$ cat config.mk
export PLATFORM = sky130hd
export DESIGN_NAME = uart_cmd_sequencer_flat
export DESIGN_NICKNAME = d
export VERILOG_FILES = /design/src/rtl/uart_cmd_sequencer_if.sv /design/src/rtl/uart_cmd_sequencer.sv /design/src/flat_wrapper.sv
export SDC_FILE = /design/constraint.sdc
export NUM_CORES = 1
export LEC_CHECK = 0
export ABC_AREA = 0
export CELL_PAD_IN_SITES_DETAIL_PLACEMENT = 0
export CELL_PAD_IN_SITES_GLOBAL_PLACEMENT = 2
export CORE_ASPECT_RATIO = 1.1
export CORE_MARGIN = 1
export CORE_UTILIZATION = 33
export CTS_CLUSTER_SIZE = 28
export DETAILED_ROUTE_END_ITERATION = 12
export HOLD_SLACK_MARGIN = 0.06
export PLACE_DENSITY_LB_ADDON = 0.1
export RECOVER_POWER = 100
export SYNTH_ARGS = -nofsm -noshare
export SYNTH_HDL_FRONTEND = slang
export SYNTH_SLANG_ARGS = --single-unit
$ cat constraint.sdc
create_clock -name clk -period 2.5 [get_ports clk]
set_input_delay 0.5 -clock clk [delete_from_list [all_inputs] [get_ports clk]]
set_output_delay 0.5 -clock clk [all_outputs]
set_load 0.05 [all_outputs]
$ cat src/rtl/uart_cmd_sequencer_if.sv
// Signal bundle between uart_cmd_sequencer and its UART/modulator neighbours.
// The slave modport is the sequencer's view; master is the surrounding logic/bench.
interface uart_cmd_sequencer_if;
  logic        rx_done;
  logic [7:0]  data_received;
  logic        parity_error;
  logic        tx_busy;
  logic        sync_pulse;
  logic        start_tx;
  logic [7:0]  data_to_tx;
  logic [11:0] angle;
  logic        angle_update;
  logic        frame_ok;
  logic        frame_err;
  logic [7:0]  err_count;

  modport slave (
    input  rx_done, data_received, parity_error, tx_busy, sync_pulse,
    output start_tx, data_to_tx, angle, angle_update, frame_ok, frame_err, err_count
  );

  modport master (
    output rx_done, data_received, parity_error, tx_busy, sync_pulse,
    input  start_tx, data_to_tx, angle, angle_update, frame_ok, frame_err, err_count
  );
endinterface

$ cat src/rtl/uart_cmd_sequencer.sv
// Two-byte UART command framer with range check, shadowed angle applied on sync_pulse.
// Define UART_CMD_ACK_EN to acknowledge each frame over uart_tx and enable QUERY.
module uart_cmd_sequencer #(
  parameter int unsigned TIMEOUT_CYCLES = 24000,
  parameter logic [11:0] ANGLE_MAX      = 12'd3599,
  parameter logic [7:0]  ACK_OK         = 8'hA5,
  parameter logic [7:0]  ACK_ERR        = 8'hEE
) (
  input logic                  clk,
  input logic                  reset,
  uart_cmd_sequencer_if.slave  bus
);

  localparam int unsigned TW = (TIMEOUT_CYCLES > 2) ? $clog2(TIMEOUT_CYCLES) : 1;
  localparam logic [TW-1:0] TMAX = TW'(TIMEOUT_CYCLES - 1);

`ifdef UART_CMD_ACK_EN
  typedef enum logic [2:0] {StWaitHi, StWaitLo, StCheck, StTxReq, StTxWait} state_e;
`else
  typedef enum logic [2:0] {StWaitHi, StWaitLo, StCheck} state_e;
`endif

  state_e        state_q;
  logic          rx_done_q;
  logic [7:0]    byte1_q;
  logic [11:0]   new_angle_q;
  logic          accept_q;
  logic [TW-1:0] timer_q;
  logic [11:0]   shadow_q;
  logic          pending_q;
  logic [11:0]   angle_q;
  logic          angle_update_q;
  logic          frame_ok_q;
  logic          frame_err_q;
  logic [7:0]    err_count_q;

  logic        strobe;
  logic [11:0] rx_angle;
  logic        cmd_set;
  logic        cmd_query;
  logic        frame_good;
  logic        ok_evt;
  logic        err_evt;
  logic        apply;
  logic        commit;

  assign strobe    = bus.rx_done & ~rx_done_q;
  assign rx_angle  = {byte1_q[3:0], bus.data_received};
  assign cmd_set   = (byte1_q[7:4] == 4'h1);
`ifdef UART_CMD_ACK_EN
  assign cmd_query = (byte1_q[7:4] == 4'h2);
`else
  assign cmd_query = 1'b0;
`endif
  assign frame_good = (cmd_set | cmd_query) && (rx_angle <= ANGLE_MAX);
  assign apply      = bus.sync_pulse & pending_q;
  assign commit     = (state_q == StCheck) & accept_q & cmd_set;

  // The verdict is formed while byte 2 arrives so the strobes land one cycle after it.
  always_comb begin
    ok_evt  = 1'b0;
    err_evt = 1'b0;
    unique case (state_q)
      StWaitHi: err_evt = strobe & bus.parity_error;
      StWaitLo: begin
        if (strobe) begin
          ok_evt  = ~bus.parity_error & frame_good;
          err_evt = bus.parity_error | ~frame_good;
        end else begin
          err_evt = (timer_q == TMAX);
        end
      end
      default: err_evt = strobe;
    endcase
  end

`ifdef UART_CMD_ACK_EN
  logic       start_tx_q;
  logic [7:0] data_to_tx_q;
  logic       tx_idx_q;
  logic       busy_seen_q;
  assign bus.start_tx   = start_tx_q;
  assign bus.data_to_tx = data_to_tx_q;
`else
  logic unused_tx_busy;
  assign unused_tx_busy = bus.tx_busy;
  assign bus.start_tx   = 1'b0;
  assign bus.data_to_tx = 8'h00;
`endif

  always_ff @(posedge clk or posedge reset) begin
    if (reset) begin
      state_q        <= StWaitHi;
      rx_done_q      <= 1'b0;
      byte1_q        <= 8'h00;
      new_angle_q    <= 12'h000;
      accept_q       <= 1'b0;
      timer_q        <= '0;
      shadow_q       <= 12'h000;
      pending_q      <= 1'b0;
      angle_q        <= 12'h000;
      angle_update_q <= 1'b0;
      frame_ok_q     <= 1'b0;
      frame_err_q    <= 1'b0;
      err_count_q    <= 8'h00;
`ifdef UART_CMD_ACK_EN
      start_tx_q     <= 1'b0;
      data_to_tx_q   <= 8'h00;
      tx_idx_q       <= 1'b0;
      busy_seen_q    <= 1'b0;
`endif
    end else begin
      rx_done_q   <= bus.rx_done;
      frame_ok_q  <= ok_evt;
      frame_err_q <= err_evt;
      if (err_evt && (err_count_q != 8'hFF)) err_count_q <= err_count_q + 8'h01;

      // Apply uses the shadow as it stood before any same-cycle commit.
      angle_update_q <= apply;
      if (apply) angle_q <= shadow_q;
      if (commit) shadow_q <= new_angle_q;
      pending_q <= commit | (pending_q & ~apply);

`ifdef UART_CMD_ACK_EN
      start_tx_q <= 1'b0;
`endif
      unique case (state_q)
        StWaitHi: begin
          if (strobe && !bus.parity_error) begin
            byte1_q <= bus.data_received;
            timer_q <= '0;
            state_q <= StWaitLo;
          end
        end
        StWaitLo: begin
          if (strobe) begin
            if (bus.parity_error) begin
              state_q <= StWaitHi;
            end else begin
              new_angle_q <= rx_angle;
              accept_q    <= ok_evt;
              state_q     <= StCheck;
            end
          end else if (timer_q == TMAX) begin
            state_q <= StWaitHi;
          end else begin
            timer_q <= timer_q + 1'b1;
          end
        end
`ifdef UART_CMD_ACK_EN
        StCheck: begin
          tx_idx_q <= 1'b0;
          state_q  <= StTxReq;
        end
        StTxReq: begin
          if (!bus.tx_busy) begin
            start_tx_q  <= 1'b1;
            busy_seen_q <= 1'b0;
            state_q     <= StTxWait;
            if (!accept_q)      data_to_tx_q <= ACK_ERR;
            else if (cmd_query) data_to_tx_q <= tx_idx_q ? angle_q[7:0] : {4'h0, angle_q[11:8]};
            else                data_to_tx_q <= ACK_OK;
          end
        end
        StTxWait: begin
          if (bus.tx_busy) begin
            busy_seen_q <= 1'b1;
          end else if (busy_seen_q) begin
            if (accept_q && cmd_query && !tx_idx_q) begin
              tx_idx_q <= 1'b1;
              state_q  <= StTxReq;
            end else begin
              state_q <= StWaitHi;
            end
          end
        end
`else
        StCheck: state_q <= StWaitHi;
`endif
        default: state_q <= StWaitHi;
      endcase
    end
  end

  assign bus.angle        = angle_q;
  assign bus.angle_update = angle_update_q;
  assign bus.frame_ok     = frame_ok_q;
  assign bus.frame_err    = frame_err_q;
  assign bus.err_count    = err_count_q;

endmodule
$ cat src/flat_wrapper.sv
// flat-port wrapper written by rule: the top's interface ports become plain ports
module uart_cmd_sequencer_flat 
#(
  parameter int unsigned TIMEOUT_CYCLES = 24000,
  parameter logic [11:0] ANGLE_MAX      = 12'd3599,
  parameter logic [7:0]  ACK_OK         = 8'hA5,
  parameter logic [7:0]  ACK_ERR        = 8'hEE
)
  (clk, reset, bus_rx_done, bus_data_received, bus_parity_error, bus_tx_busy, bus_sync_pulse, bus_start_tx, bus_data_to_tx, bus_angle, bus_angle_update, bus_frame_ok, bus_frame_err, bus_err_count);
  uart_cmd_sequencer_if bus_i ();
  input logic clk;
  input logic reset;
  input wire logic [$bits(bus_i.rx_done)-1:0] bus_rx_done;
  input wire logic [$bits(bus_i.data_received)-1:0] bus_data_received;
  input wire logic [$bits(bus_i.parity_error)-1:0] bus_parity_error;
  input wire logic [$bits(bus_i.tx_busy)-1:0] bus_tx_busy;
  input wire logic [$bits(bus_i.sync_pulse)-1:0] bus_sync_pulse;
  output wire logic [$bits(bus_i.start_tx)-1:0] bus_start_tx;
  output wire logic [$bits(bus_i.data_to_tx)-1:0] bus_data_to_tx;
  output wire logic [$bits(bus_i.angle)-1:0] bus_angle;
  output wire logic [$bits(bus_i.angle_update)-1:0] bus_angle_update;
  output wire logic [$bits(bus_i.frame_ok)-1:0] bus_frame_ok;
  output wire logic [$bits(bus_i.frame_err)-1:0] bus_frame_err;
  output wire logic [$bits(bus_i.err_count)-1:0] bus_err_count;
  assign bus_i.rx_done = bus_rx_done;
  assign bus_i.data_received = bus_data_received;
  assign bus_i.parity_error = bus_parity_error;
  assign bus_i.tx_busy = bus_tx_busy;
  assign bus_i.sync_pulse = bus_sync_pulse;
  assign bus_start_tx = bus_i.start_tx;
  assign bus_data_to_tx = bus_i.data_to_tx;
  assign bus_angle = bus_i.angle;
  assign bus_angle_update = bus_i.angle_update;
  assign bus_frame_ok = bus_i.frame_ok;
  assign bus_frame_err = bus_i.frame_err;
  assign bus_err_count = bus_i.err_count;
  uart_cmd_sequencer #(.TIMEOUT_CYCLES(TIMEOUT_CYCLES), .ANGLE_MAX(ANGLE_MAX), .ACK_OK(ACK_OK), .ACK_ERR(ACK_ERR)) u_core (.clk(clk), .reset(reset), .bus(bus_i));
endmodule
==> impl_metrics.yaml <==
run_status:
  status: "finished, final reports clean"
routing:
  remaining_drc_errors: 0
  drt-initial-drc-count: 60
  vias: 2136
  wl_mm: 6.11
  ant_nets: 0
  routedWlPerCell_um: 13.8
  first_pass_iters: 4
  detail_route.vias_per_cell: 4.82
yosys:
  ys_types: 44
  ys_seq_area_share_pct: 57.1
  synth_area_leaders: "dfrtp_1 (57%), mux2_2 (12%), nand2_1 (4.0%)"
  avgSynthCellArea_sq_um: 12.0
  synth_top_area_cell: "dfrtp_1"
  synth_top_area_share_pct: 57.1
  synth_area_sq_um: 3280
  ys_seq_elements: 75
  ys_warn_count: 0
  synthesis.instances: 273
critical_path:
  crit_end: "bus_err_count[2]"
  path_delay_family: "buffers and inverters"
  required_ps: 2000
  cpPeakStageDelay_ps: 910
  worst-path-max-fanout: 6
  cp-start-kind: "flop"
  worstRegToRegCells: 6
  r2r_slack_ps: 330
  crit_arrival_ps: 1710
  path_cells: "dlygate4sd3_1"
  worstSetupPathType: "flop to primary output"
  rr_startpoint: "u_core.timer_q[0]"
  end_kind: "primary output"
  r2r-end: "u_core.timer_q[12]"
  crit_path_top_delay_cell: "dlygate4sd3_1"
  critPathLaunch: "u_core.bus.err_count[2]"
  crit_cells: 1
  crit_buf_inv: 1
sta:
  setup_violations: 0
  timing.slew.headroom_pct: 48.7
  fmax_mhz: 453
  hold-worst-slack_ps: 480
  worst_slack_ps: 293
  clock_skew_ps: 8.96
  hold_violations: 0
  rsz0062_at_grt: "false"
  finalSetupTns_ps: 0
  period_share_pct: 88.3
  final.min_clock_period_ps: 2210
  final_max_slew_viol_count: 0
  tightest_slew_ps: 769
floorplan:
  die_y_um: 107
  dieArea_sq_um: 10400
  initial_core_util_pct: 34.6
  die_w_um: 97.1
  rows: 37
  pin_count: 46
  core-area_sq_um: 9490
power_and_ir_drop:
  swShare_pct: 32.3
  switching_power_mw: 1.04
  vdd_drop_max_mv: 0.536
  p_per_area_nw_per_um2: 818
  power.leakage_nw: 1.92
  pwr-share-seq_pct: 48.8
  power.internal_mw: 2.19
  comb_power_share_pct: 20.8
  p_clk_share_pct: 30.4
clock_tree:
  cts_hold_buf: 0
  cts_sinks: 75
  post-cts-setup-buffers: 0
  path_clk_slew_ps: 80
  clk_latency_ps: 350
  root_buffer: "clkbuf_8"
  cts_max_level: 3
  numCtsBuffers: 9
  cts_resized: 0
  cts_tree: "yes"
  clockBufferDepth: 2
cells_and_area:
  drive_above_1_share_pct: 19.6
  antenna_cells: 0
  finalNetCount: 337
  fin_area_sq_um: 3950
  fin_cells: 443
  layout_common_cells: "dfrtp_1 (75), mux2_2 (36), nand2_1 (35)"
  area_growth_pct: 20.2
  final_common_cell: "dfrtp_1"
global_route:
  grt_max_degree: 40
  antenna_found_initial: 0
  use_met3_pct: 2.87
  grt_pass1_vias: 2106
  top_usage_layer: "met2"
  track_usage_pct: 12.9
  use_met1_pct: 17.6
  grt_pass1_wl_mm: 10.5
  overflow: 0
  gr-usage-met2_pct: 18.9
place:
  port_buffers: 35
  dp_hpwl_mm: 4.14
  place_congestion: 0.745
  placed_area_sq_um: 3810
  dp_slack_ps: 138
  dpl.cell_count: 427
flow_run:
  max_cap_viol_count: 0
min_path:
  hold_path_class: "flop to flop"
## sequential cells by signal (all words and copies together), names as in the netlist
signal / cells
u_core.pending_q: 1
u_core.bus.frame_ok: 1
u_core.bus.angle: 12
u_core.bus.err_count: 8
u_core.new_angle_q: 12
u_core.bus.frame_err: 1
u_core.rx_done_q: 1
u_core.accept_q: 1
u_core.byte1_q: 8
u_core.timer_q: 15
u_core.state_q: 2
u_core.shadow_q: 12
u_core.bus.angle_update: 1
## final cells by class
class                      instances  area [sq um]
clock buffer                      10           138
clock inverter                     6          71.3
fill                             927          5540
inverter                           4          15.0
multi-input combinational        183          1260
sequential                        75          1880
tap                              117           146
timing repair buffer              48           439
## Yosys cell counts, drive strengths merged
master / n
xnor2: 12
or3b: 1
mux2: 37
nand4bb: 1
clkbuf: 4
nor4: 8
inv: 4
buf: 15
mux2i: 1
nand2: 35
and4b: 2
a31o: 1
dfrtp: 75
nand3: 10
a21boi: 1
o21ai: 2
o21bai: 1
nor4b: 3
nor2: 17
nor2b: 2
nor3: 7
a21oi: 2
ha: 2
nand2b: 2
nor3b: 2
and3: 6
and4: 3
or2: 2
nand4: 4
a21o: 1
or4: 1
xor2: 5
o22ai: 2
conb: 1
o41ai: 1
## through the flow
stage,utilization (%),total power [mW]
3_3_place_gp,40.2,2.30
5_1_grt,41.6,3.41
6_report,41.6,3.23
4_1_cts,42.4,3.30
3_5_place_dp,40.2,2.31
2_1_floorplan,-,2.08
## logic make-up (layout without fill, tap and decap cells)
group,after synthesis,after routing,synth area share (%)
muxes,38,38,13.1
AOI/OAI and AO/OA,11,11,2.63
xor gates and xnor gates,17,17,4.53
buffers and inverters,23,68,4.11
adders and majority gates,2,2,0.762
other,1,9,0.114
and+or+nand+nor,106,106,17.6
DFF,75,75,57.1
## power by group through the flow
| stage | clock network [mW] | registers (mW) | logic (mW) |
|---|---|---|---|
| after floorplan | 0 | 1.73 | 0.347 |
| after detailed placement | 0 | 1.60 | 0.716 |
| after global placement | 0 | 1.60 | 0.708 |
| final | 0.982 | 1.58 | 0.673 |
| after CTS | 1.01 | 1.58 | 0.719 |
| after global routing | 1.07 | 1.61 | 0.730 |
## layer usage
metal	vias to the layer above	wire length, um
li1	1027	-
met1	1059	3040
met2	40	2720
met3	10	221
met4	0	129
met5	-	0
## how the worst min path moves through the flow
stage | slack, ps | end | cells after the start | start
after floorplan | 440 | u_core.byte1_q[4] | 2 | u_core.byte1_q[4]
after global placement | 460 | u_core.byte1_q[4] | 2 | u_core.byte1_q[4]
after detailed placement | 460 | u_core.byte1_q[4] | 2 | u_core.byte1_q[4]
after CTS | 460 | u_core.new_angle_q[3] | 2 | reset
after global routing | 510 | u_core.byte1_q[4] | 2 | u_core.byte1_q[4]
final | 480 | u_core.byte1_q[4] | 2 | u_core.byte1_q[4]
## worst min-delay path: stages, from the launching register on
cell	delay (ps)
dfrtp_1	350
nand2_1	50
nand2_1	50
Note: power is estimated with default switching activity, not from simulation.
